[config.mk]
export PLATFORM = sky130hd
export DESIGN_NAME = bcd_time_keeper
export DESIGN_NICKNAME = d
export VERILOG_FILES = /design/src/rtl/bcd_time_keeper.sv
export SDC_FILE = /design/constraint.sdc
export NUM_CORES = 1
export LEC_CHECK = 0
export CAP_MARGIN = 10
export CORE_MARGIN = 1
export CORE_UTILIZATION = 55
export CTS_CLUSTER_DIAMETER = 150
export DETAILED_ROUTE_END_ITERATION = 7
export PLACE_DENSITY = 0.79
export SLEW_MARGIN = 20
export SYNTH_ARGS = -nofsm -noshare
export SYNTH_HDL_FRONTEND = slang
export SYNTH_SLANG_ARGS = --single-unit
export TNS_END_PERCENT = 10
[constraint.sdc]
create_clock -name hwclk -period 4.47 [get_ports hwclk]
set_input_delay 0.894 -clock hwclk [delete_from_list [all_inputs] [get_ports hwclk]]
set_output_delay 0.894 -clock hwclk [all_outputs]
set_load 0.05 [all_outputs]
[src/rtl/bcd_time_keeper.sv]
// HH:MM:SS BCD timekeeper on a single clock: 1 Hz tick, debounced set button
// with short/long press detection, and a packed BCD time word with update strobe.
module bcd_time_keeper #(
    parameter int CLK_HZ            = 12000000,
    parameter int DEBOUNCE_CYCLES   = 120000,
    parameter int LONG_PRESS_CYCLES = 24000000
) (
    input  logic        hwclk,
    input  logic        reset,
    input  logic        btn,
    output logic [23:0] time_bcd,
    output logic [1:0]  set_mode,
    output logic        updated,
    output logic        sec_tick
);

    typedef enum logic [1:0] {
        MODE_RUN   = 2'd0,
        MODE_SET_H = 2'd1,
        MODE_SET_M = 2'd2
    } mode_t;

    localparam int TICK_W = (CLK_HZ > 1) ? $clog2(CLK_HZ) : 1;
    localparam int DB_W   = (DEBOUNCE_CYCLES > 1) ? $clog2(DEBOUNCE_CYCLES) : 1;
    localparam int HOLD_W = $clog2(LONG_PRESS_CYCLES + 1);

    localparam logic [TICK_W-1:0] TICK_LAST = TICK_W'(CLK_HZ - 1);
    localparam logic [DB_W-1:0]   DB_LAST   = DB_W'(DEBOUNCE_CYCLES - 1);
    localparam logic [HOLD_W-1:0] HOLD_MAX  = HOLD_W'(LONG_PRESS_CYCLES);
    localparam logic [HOLD_W-1:0] HOLD_LAST = HOLD_W'(LONG_PRESS_CYCLES - 1);

    // Two-digit BCD increment modulo 60; returns {carry, next value}.
    function automatic logic [8:0] inc_mod60(input logic [7:0] v);
        if (v[3:0] != 4'd9)
            return {1'b0, v[7:4], v[3:0] + 4'd1};
        if (v[7:4] != 4'd5)
            return {1'b0, v[7:4] + 4'd1, 4'd0};
        return 9'h100;
    endfunction

    function automatic logic [7:0] inc_hours(input logic [7:0] v);
        if (v == 8'h23)
            return 8'h00;
        if (v[3:0] == 4'd9)
            return {v[7:4] + 4'd1, 4'd0};
        return {v[7:4], v[3:0] + 4'd1};
    endfunction

    logic [TICK_W-1:0] tick_cnt;
    logic              btn_meta;
    logic              btn_sync;
    logic              btn_deb;
    logic              btn_deb_q;
    logic [DB_W-1:0]   db_cnt;
    logic [HOLD_W-1:0] hold_cnt;
    mode_t             mode;
    logic [7:0]        hours;
    logic [7:0]        minutes;
    logic [7:0]        seconds;

    logic              long_evt;
    logic              short_evt;
    logic              tick_clr;
    logic              sec_carry;
    logic              min_carry;
    logic [7:0]        sec_inc;
    logic [7:0]        min_inc;
    logic [7:0]        hour_inc;

    assign {sec_carry, sec_inc} = inc_mod60(seconds);
    assign {min_carry, min_inc} = inc_mod60(minutes);
    assign hour_inc             = inc_hours(hours);

    assign sec_tick = (tick_cnt == TICK_LAST);
    assign tick_clr = (mode == MODE_SET_M) && long_evt;

    // long_evt can only occur once per hold because hold_cnt saturates past HOLD_LAST.
    assign long_evt  = btn_deb && (hold_cnt == HOLD_LAST);
    assign short_evt = btn_deb_q && !btn_deb && (hold_cnt != HOLD_MAX);

    assign time_bcd = {hours, minutes, seconds};
    assign set_mode = mode;

    // NOTE: sequential state uses non-blocking assignments so every flop samples
    // pre-edge values regardless of block ordering.
    always_ff @(posedge hwclk or posedge reset) begin
        if (reset) begin
            tick_cnt <= '0;
        end else if (tick_clr || sec_tick) begin
            tick_cnt <= '0;
        end else begin
            tick_cnt <= tick_cnt + 1'b1;
        end
    end

    always_ff @(posedge hwclk or posedge reset) begin
        if (reset) begin
            btn_meta <= 1'b0;
            btn_sync <= 1'b0;
        end else begin
            btn_meta <= btn;
            btn_sync <= btn_meta;
        end
    end

    always_ff @(posedge hwclk or posedge reset) begin
        if (reset) begin
            btn_deb   <= 1'b0;
            btn_deb_q <= 1'b0;
            db_cnt    <= '0;
        end else begin
            btn_deb_q <= btn_deb;
            if (btn_sync == btn_deb) begin
                db_cnt <= '0;
            end else if (db_cnt == DB_LAST) begin
                btn_deb <= ~btn_deb;
                db_cnt  <= '0;
            end else begin
                db_cnt <= db_cnt + 1'b1;
            end
        end
    end

    always_ff @(posedge hwclk or posedge reset) begin
        if (reset) begin
            hold_cnt <= '0;
        end else if (!btn_deb) begin
            hold_cnt <= '0;
        end else if (hold_cnt != HOLD_MAX) begin
            hold_cnt <= hold_cnt + 1'b1;
        end
    end

    // Every accepted event changes time or mode, so updated mirrors event acceptance.
    always_ff @(posedge hwclk or posedge reset) begin
        if (reset) begin
            mode    <= MODE_RUN;
            hours   <= 8'h00;
            minutes <= 8'h00;
            seconds <= 8'h00;
            updated <= 1'b0;
        end else begin
            case (mode)
                MODE_RUN: begin
                    if (sec_tick) begin
                        seconds <= sec_inc;
                        if (sec_carry) begin
                            minutes <= min_inc;
                            if (min_carry)
                                hours <= hour_inc;
                        end
                    end
                    if (long_evt)
                        mode <= MODE_SET_H;
                    updated <= sec_tick || long_evt;
                end
                MODE_SET_H: begin
                    if (short_evt)
                        hours <= hour_inc;
                    if (long_evt)
                        mode <= MODE_SET_M;
                    updated <= short_evt || long_evt;
                end
                MODE_SET_M: begin
                    if (short_evt)
                        minutes <= min_inc;
                    if (long_evt) begin
                        mode    <= MODE_RUN;
                        seconds <= 8'h00;
                    end
                    updated <= short_evt || long_evt;
                end
                default: begin
                    mode    <= MODE_RUN;
                    updated <= 1'b1;
                end
            endcase
        end
    end

endmodule

==> metrics.yaml <==
period_share_pct: 83.16
clockBufferDepth: 2
placedCellCount: 652
endpoint_kind: "output port"
initial_core_util_pct: 56.85
tns_ns: 0
cp_max_fo: 4
cp.required_ns: 3.58
status: "finished, final reports clean"
yosys_warnings: 0
grtUsageTotal_pct: 21.55
tightest_slew_ns: 0.7578
num_vias: 3770
wire_per_inst_um: 14.28
grt_pass1_wl_mm: 16.77
relSlewSlack_pct: 49.42
reg2reg_setup_slack_ns: 1.72
power_density_nw_per_um2: 266.4
worstSetupPathType: "register to output port"
htreeDepth: 3
numPortBuffers: 30
die_h_um: 97.18
dr.first_iter.drc_count: 122
first_pass_iters: 4
critPathLaunchType: "register"
nNetsFinal: 574
grt_max_degree: 52
synthCells: 524
cts_root_buffer: "clkbuf_8"
synth-seq-cells: 97
max_freq_mhz: 269.0
die_area_sq_um: 9443
cp.arrival_ns: 2.82
ys_async_sr_fraction_pct: 100.0
die_w_um: 97.18
rsz0062_at_grt: "false"
final_common_cell: "dfrtp_1"
worst_clock_skew_ns: 0.01384
maxSlewViolCount: 0
holdCritPathClass: "register to register"
insertion_delay_ns: 0.37
ys_seq_area_share_pct: 48.72
vdd_drop_max_mv: 0.1702
mostFrequentLayoutCells: "dfrtp_1, nor2_1, nand2_1"
maxCapViolCount: 0
setup_viol: 0
power.leakage_nw: 2.403
ant_nets: 0
synth_ff_type: "dfrtp_1"
via_per_inst: 5.644
cts.clk_slew.worst_paths_ns: 0.11
grt_pass1_vias: 3630
routabilityCongestion: 0.8239
hold_depth: 0
wl_mm: 9.539
cts_resized: 0
ys_types: 47
final_cells: 668
antenna_cells: 0
overflow: 0
area_growth_pct: 12.28
fin_area_sq_um: 5594
cts_hold_buf: 0
syn-num-nets: 543
drive_above_1_share_pct: 5.893
dp_hpwl_mm: 6.665
hold_violations: 0
row_count: 34
cts_setup_buffers: 0
place_area_sq_um: 5386
antenna_found_initial: 0
numClockSinks: 97
synth_area_sq_um: 4982
post-route-min-period_ns: 3.717
coreArea_sq_um: 8763
synth-edff-count: 0
cts_buffers: 9
drc_errors: 0
io_pins: 31
synth.avg_cell_area_sq_um: 9.508
r2r_cells: 7
cts_tree: "built"
## final cells by class
cell class	instances	area, sq um
clock buffer	9	123.9
clock inverter	7	83.83
fill	682	3169
inverter	24	92.59
multi-input combinational	391	2416
sequential	97	2427
tap	108	135.1
timing repair buffer	32	315.3
## worst paths after layout
check | start | end
worst max-delay path | tick_cnt[0]$_DFF_PP0_ | sec_tick
worst min-delay path | btn_meta$_DFF_PP0_ | btn_sync$_DFF_PP0_
worst max register to register | hold_cnt[1]$_DFFE_PP0P_ | tick_cnt[23]$_DFF_PP0_
worst min register to register | btn_meta$_DFF_PP0_ | btn_sync$_DFF_PP0_
max in group asynchronous | reset | set_mode[1]$_DFFE_PP0P_
min in group asynchronous | reset | tick_cnt[0]$_DFF_PP0_
## synthesized netlist by cell type (2+ instances only)
master / instances / area share (%)
a21o_1: 2 / 0.30
a21oi_1: 10 / 1.0
a22o_1: 2 / 0.35
and2_1: 6 / 0.75
and3_1: 14 / 1.8
and4_1: 6 / 1.1
buf_2: 3 / 0.30
clkbuf_1: 9 / 0.68
dfrtp_1: 97 / 49
ha_1: 16 / 4.0
inv_1: 24 / 1.8
mux2_2: 4 / 0.90
nand2_1: 42 / 3.2
nand2b_1: 3 / 0.38
nand3_1: 32 / 3.2
nand3b_1: 4 / 0.60
nand4_1: 16 / 2.0
nor2_1: 96 / 7.2
nor2b_1: 6 / 0.75
nor3_1: 11 / 1.1
nor3b_1: 3 / 0.45
nor4_1: 3 / 0.38
nor4b_1: 5 / 0.88
o21ai_0: 16 / 1.6
o22a_1: 3 / 0.53
or2_2: 2 / 0.25
or3_1: 3 / 0.38
or4_1: 5 / 0.75
xnor2_1: 32 / 5.6
xor2_1: 32 / 5.6
## stage by stage
step | hold WS, ns | total power (W) | utilization (%) | setup slack [ns]
after global placement | 0.3383 | 0.0009269 | 61.46 | 1.243
after CTS | 0.3633 | 0.001505 | 63.83 | 0.7654
after floorplan | 0.3312 | 0.0009182 | - | 1.042
final | 0.3611 | 0.001490 | 63.83 | 0.7527
after detailed placement | 0.3472 | 0.0009286 | 61.46 | 1.186
after global routing | 0.3800 | 0.001544 | 63.83 | 0.4143
## cell families (layout without fill, tap and decap cells)
kind of cell,count (synthesis),after routing,synth area share (%)
fa+ha+maj,16,16,4.018
buf+inv,36,72,2.787
compound gates,43,43,5.827
flops,97,97,48.72
mux,5,5,1.105
simple gates,263,263,26.29
xor+xnor,64,64,11.25
## report_power, final
group / internal (W) / total, W / switching [W]
clock network: 0.000224 / 0.000581 / 0.000357
logic: 0.00000561 / 0.0000271 / 0.0000215
registers: 0.000880 / 0.000883 / 0.00000261
## worst max-delay path: stages, from the launching register on
cell and delay [ns]:
dfrtp_1 0.41, ha_1 0.27, nand4_1 0.14, nor4_1 0.49
nand2_1 0.20, inv_1 0.11, clkdlybuf4s50_1 0.83
## registers in the layout (all words and copies together) (netlist names)
name       count
btn_deb        1
btn_deb_q      1
btn_meta       1
btn_sync       1
db_cnt        17
hold_cnt      25
hours          8
minutes        8
seconds        8
set_mode       2
tick_cnt      24
updated        1
## layer usage
| layer | vias to the layer above | track usage [%] | part of all wire [%] |
|---|---|---|---|
| li1 | 1841 | - | - |
| met1 | 1850 | 29.45 | 47 |
| met2 | 70 | 34.56 | 48 |
| met3 | 9 | 3.885 | 3.2 |
| met4 | 0 | 7.692 | 1.3 |
| met5 | - | 0 | 0 |
(Power assumes the default switching activity.)
